$ cat src/rtl/read_control_block.sv
// Read-side FIFO control: qualifies reads against the empty flag, owns the
// binary read pointer, and supplies a registered Gray copy, a data-valid strobe and a sticky underflow flag.
module read_control_block #(
  parameter int A_LENGTH = 4
) (
  input  logic                rd_clk,
  input  logic                reset,
  input  logic                enable_rd,
  input  logic                f_empty,
  input  logic                clr_underflow,
  output logic                enable_rd_out,
  output logic [A_LENGTH:0]   rd_ptr,
  output logic                MSB_rd_ptr,
  output logic [A_LENGTH-1:0] b_rd_ptr,
  output logic [A_LENGTH:0]   rd_ptr_gray,
  output logic                rd_valid,
  output logic                underflow
);

  localparam logic [A_LENGTH:0] PtrOne = {{A_LENGTH{1'b0}}, 1'b1};

  logic [A_LENGTH:0] ptr_q, ptr_d;
  logic [A_LENGTH:0] gray_q, gray_d;
  logic              valid_q;
  logic              underflow_q, underflow_d;

  assign enable_rd_out = enable_rd & ~f_empty;

  // NOTE: every signal driven from always_comb gets a default first, so no path can infer a latch.
  always_comb begin
    ptr_d       = ptr_q;
    underflow_d = underflow_q;
    if (enable_rd_out) begin
      ptr_d = ptr_q + PtrOne;
    end
    // Gray is derived from the next pointer so both registers move on the same edge.
    gray_d = ptr_d ^ (ptr_d >> 1);
    // Set has priority over clear so a simultaneous underflow is never lost.
    if (enable_rd && f_empty) begin
      underflow_d = 1'b1;
    end else if (clr_underflow) begin
      underflow_d = 1'b0;
    end
  end

  // NOTE: sequential state uses non-blocking assignments so all registers sample the same pre-edge values.
  always_ff @(posedge rd_clk or posedge reset) begin
    if (reset) begin
      ptr_q       <= '0;
      gray_q      <= '0;
      valid_q     <= 1'b0;
      underflow_q <= 1'b0;
    end else begin
      ptr_q       <= ptr_d;
      gray_q      <= gray_d;
      valid_q     <= enable_rd_out;
      underflow_q <= underflow_d;
    end
  end

  assign rd_ptr      = ptr_q;
  assign MSB_rd_ptr  = ptr_q[A_LENGTH];
  assign b_rd_ptr    = ptr_q[A_LENGTH-1:0];
  assign rd_ptr_gray = gray_q;
  assign rd_valid    = valid_q;
  assign underflow   = underflow_q;

endmodule

$ cat config.mk
export PLATFORM = sky130hd
export DESIGN_NAME = read_control_block
export DESIGN_NICKNAME = d
export VERILOG_FILES = /design/src/rtl/read_control_block.sv
export SDC_FILE = /design/constraint.sdc
export NUM_CORES = 1
export LEC_CHECK = 0
export ABC_CLOCK_PERIOD_IN_PS = 1500
export CORE_UTILIZATION = 40
export CTS_CLUSTER_DIAMETER = 100
export DETAILED_ROUTE_END_ITERATION = 12
export PLACE_DENSITY = 0.74
export SLEW_MARGIN = 25
export SYNTH_ARGS = -nofsm -noshare
export SYNTH_HDL_FRONTEND = slang
export SYNTH_SLANG_ARGS = --single-unit
$ cat constraint.sdc
create_clock -name rd_clk -period 1.5 [get_ports rd_clk]
set_input_delay 0.375 -clock rd_clk [delete_from_list [all_inputs] [get_ports rd_clk]]
set_output_delay 0.375 -clock rd_clk [all_outputs]
set_load 0.005 [all_outputs]
Word-level counts from Yosys, hierarchy flattened
Index checks and enable logic that the tools add are counted.
{"block": "totals", "register_bits": 12, "latchBits": 0, "mem_bits_rw": 0, "rom_bits": 0, "input_bits": 5, "mem_count": 0}
{"block": "classes", "add_sub_neg": 1, "multipliers": 0, "n_div": 0, "order_cmp": 0, "eq_ne": 0, "shifts": 0, "n_mux": 3, "bitwise_logic": 3, "reduce_logical": 2}
{"operator": "5-bit by 1-bit adder with 5-bit output (second input constant)", "count": 1}
{"operator": "5-bit two-way mux", "count": 1}
{"operator": "5-bit by 4-bit bitwise XOR with 5-bit output", "count": 1}
{"operator": "1-bit two-way mux", "count": 2}
{"operator": "2-bit nonzero test", "count": 1}
{"operator": "1-bit AND", "count": 1}
{"operator": "1-bit logical AND", "count": 1}
{"operator": "1-bit NOT", "count": 1}

Logic depth before layout (Yosys ltp)
{"block": "logic_depth", "depth_word": 4, "ltp_mapped": 6, "mapped_depth_nobuf": 5}

Worst setup path before layout
No wires, ideal clock.
{"block": "synth_timing", "path_kind": "register to register", "startpoint": "reg ptr_q[0], in the netlist rd_ptr[0]", "endpoint": "reg gray_q[3], in the netlist rd_ptr_gray[3]", "setup_ps": 80, "arrival_ps": 1324, "required_time_ps": 1420, "setup_slack_ps": 96, "path_stages_with_launch": 7, "n_path_buf": 1, "period_less_slack_ps": 1404, "cell_sequence": "dfrtp_1 > ha_1 > buf_6 > and4b_1 > a21oi_1 > o22ai_1 > xnor2_1"}
{"block": "synth_via", "elab_chain_cells": 3}
{"element": "start: declaration", "line_no": "22", "source": "logic [A_LENGTH:0] ptr_q, ptr_d;"}
{"element": "start signal: assignment", "line_no": "54", "source": "ptr_q <= ptr_d;"}
{"element": "5-bit by 1-bit adder with 5-bit output", "line_no": "34", "source": "ptr_d = ptr_q + PtrOne;"}
{"element": "5-bit two-way mux", "line_no": "33", "source": "if (enable_rd_out) begin"}
{"element": "5-bit by 4-bit bitwise XOR with 5-bit output", "line_no": "37", "source": "gray_d = ptr_d ^ (ptr_d >> 1);"}
{"element": "via gray_d[3]", "line_no": "23", "source": "logic [A_LENGTH:0] gray_q, gray_d;"}
{"element": "end signal: assignment", "line_no": "55", "source": "gray_q <= gray_d;"}
{"element": "end: declaration", "line_no": "23"}
The timed path passes the listed nets, and every way through them passes these cells.
A chain may end at the register's enable or synchronous reset.

Final worst setup path
{"block": "layout_timing", "startpoint": "reg gray_q[1], in the netlist rd_ptr_gray[1]", "endpoint": "out rd_ptr_gray[1]"}
{"element": "end: declaration", "line_no": "15", "source": "output logic [A_LENGTH:0] rd_ptr_gray,"}
No word-level cell between the ends.

==> out/results.ini <==
[drt]
ant_nets = 0
drc = 0
via_per_inst = 4.60
vias = 478
wl_mm = 1.18
drt_iter0_markers = 6
drtPass1Iterations = 3
wire_per_inst_um = 11.3

[synthesis]
ys_ff_latch = 11
synth-seq-area-share_pct = 49.5
yosysTopAreaCell = dfrtp_1
synth-simple-area-share_pct = 12.2
synth_top_family_by_area = XOR/XNOR gates
synthXorXnorAreaFrac_pct = 14.2
muxShareOfSynthArea_pct = 1.80
synth_compound_area_share_pct = 6.98
syn_nets = 58
synth_top_area_share_pct = 49.5
netlist_area_um2 = 556
syn_avg_cell_area_um2 = 10.7
yosysWarnings = 0
netlist_instances = 52
synth.area.top_cells = dfrtp_1, xnor2_1, buf_4, nand2_1, xor2_1
synthAdderAreaFrac_pct = 2.25
synth.distinct_cells = 20

[clocking]
cts_tree = done
clock_path_buffers = 2
root_buffer = clkbuf_4
htreeDepth = 1
clk_pin_slew_ps = 70
cts_buffers = 3
cts_sinks = 11
clock_latency_ps = 260

[cells_and_area]
syn_to_final_growth_pct = 62.8
drive_above_1_share_pct = 29.2
final_net_count = 96
nFillCells = 111
instances_no_fill = 104
antenna_cells = 0
layout_common_cells = buf_4, dlygate4sd2_1, dfrtp_1
post-route-util_pct = 69.5
seqCellArea_um2 = 277
final_common_cell = buf_4
multiInputGateArea_um2 = 210

[min_path]
hp-class = input pin to async pin

[global_routing]
grt_pass1_vias = 440
antenna_found_initial = 0
grt_pass1_wl_mm = 1.77
overflow = 0
track_usage_pct = 18.9
grt_max_degree = 12
met2_usage_pct = 34.6
met3_usage_pct = 3.41
grt_busiest_layer = met2
use_met1_pct = 20.0

[timing]
setup_viol = 0
setup_tns_ps = 0
fin_skew_ps = 5.00
worstMarginPinSlew_ps = 407
report.final.slew_viol_count = 0
grt_setup_unrepaired = false
finalCritPeriodShare_pct = 96.8
layout_min_cycle_time_ps = 1450
hold_viol = 0
relSlewSlack_pct = 72.8
holdWs_ps = 396
clock.fmax_ghz = 0.688

[setup_path]
end_kind = output pin
crit_chain = clkdlybuf4s50_1
worstSetupPathType = flip-flop to output pin
worstRegToRegCells = 6
r2r_end = rd_ptr_gray[3]
crit_arrival_ps = 1080
crit_path_max_incr_delay_ps = 490
crit_family = buffers and inverters
rrSetupSlack_ps = 80
cp_max_fo = 1
crit_buf_inv = 1
startpoint_type = flip-flop
slowest_stage = clkdlybuf4s50_1
crit_required_ps = 1120
r2r-start = rd_ptr[1]

[floorplanning]
initial_core_util_pct = 42.7
die_h_um = 39.3
coreArea_um2 = 1300
die_w_um = 39.3
dieArea_um2 = 1540
io_pins = 23
row_count = 13

[placed_design]
dpl.hpwl_um = 782
io_buffers = 22
dpl.cell_count = 90
gp_congestion = 0.792

[outcome]
run_status = completed

[pwr]
power.density_nw_per_um2 = 1880
power_uw = 1700
peakVddDrop_v = 0.00113
leakage_uw = 0.000512

[job]
cap_violations = 0

what timing repair did:
action	in CTS	in global routing
resized for setup	12	7
endpoints found under the setup margin	12	8
pin swaps	0	2
buffers inserted	8	2
hold buffers	0	0
how the worst max path moves through the flow:
stage,startpoint,end,slack (ps),cells past startpoint
2_1_floorplan,rd_ptr[0],rd_ptr_gray[3],100,6
3_3_place_gp,enable_rd,enable_rd_out,-390,4
3_5_place_dp,enable_rd,enable_rd_out,-370,4
4_1_cts,rd_ptr[0],rd_ptr_gray[2],5,7
5_1_grt,rd_valid,rd_valid,6,1
6_report,rd_ptr_gray[1],rd_ptr_gray[1],50,1
per-layer routing:
layer / up-vias / routed length [um]
met5: - / 0
met4: 0 / 10
met2: 15 / 638
met1: 223 / 468
li1: 238 / -
met3: 2 / 61
kinds of logic after synthesis:
| group | Yosys count |
|---|---|
| compound gates | 7 |
| xor+xnor | 9 |
| fa+ha+maj | 1 |
| buf+inv | 11 |
| flops | 11 |
| mux | 1 |
| simple gates | 12 |
synthesized netlist by cell type, drive strengths merged:
cell / instances
nand4: 1
nand2b: 1
o21ai: 2
clkbuf: 1
xnor2: 6
ha: 1
xor2: 3
nor2: 1
and4b: 1
mux2i: 1
o21a: 1
a21oi: 3
nand2: 7
o22ai: 1
dfrtp: 11
nand3b: 1
inv: 3
buf: 7
stage by stage:
stage,setup WS [ps],instance area [um2]
final,47.3,905
after global placement,-392,801
after detailed placement,-374,801
after floorplan,96.4,556
after CTS,5.13,875
after global routing,5.78,905
cell type report:
| class | instances | share of cell area [%] |
|---|---|---|
| Clock buffer | 4 | 2.90 |
| Inverter | 3 | 1.24 |
| Multi-Input combinational cell | 30 | 23.2 |
| Sequential cell | 11 | 30.6 |
| Tap cell | 15 | 2.07 |
| Timing Repair Buffer | 41 | 40.0 |
power by group:
group / internal, uW / switching [uW]
registers: 423 / 50.5
clock network: 103 / 93.5
logic: 626 / 407
state kept, by name (all words and copies together), names as in the netlist:
register     flops
underflow        1
rd_valid         1
rd_ptr_gray      5
rd_ptr           4
(Power assumes the default switching activity.)
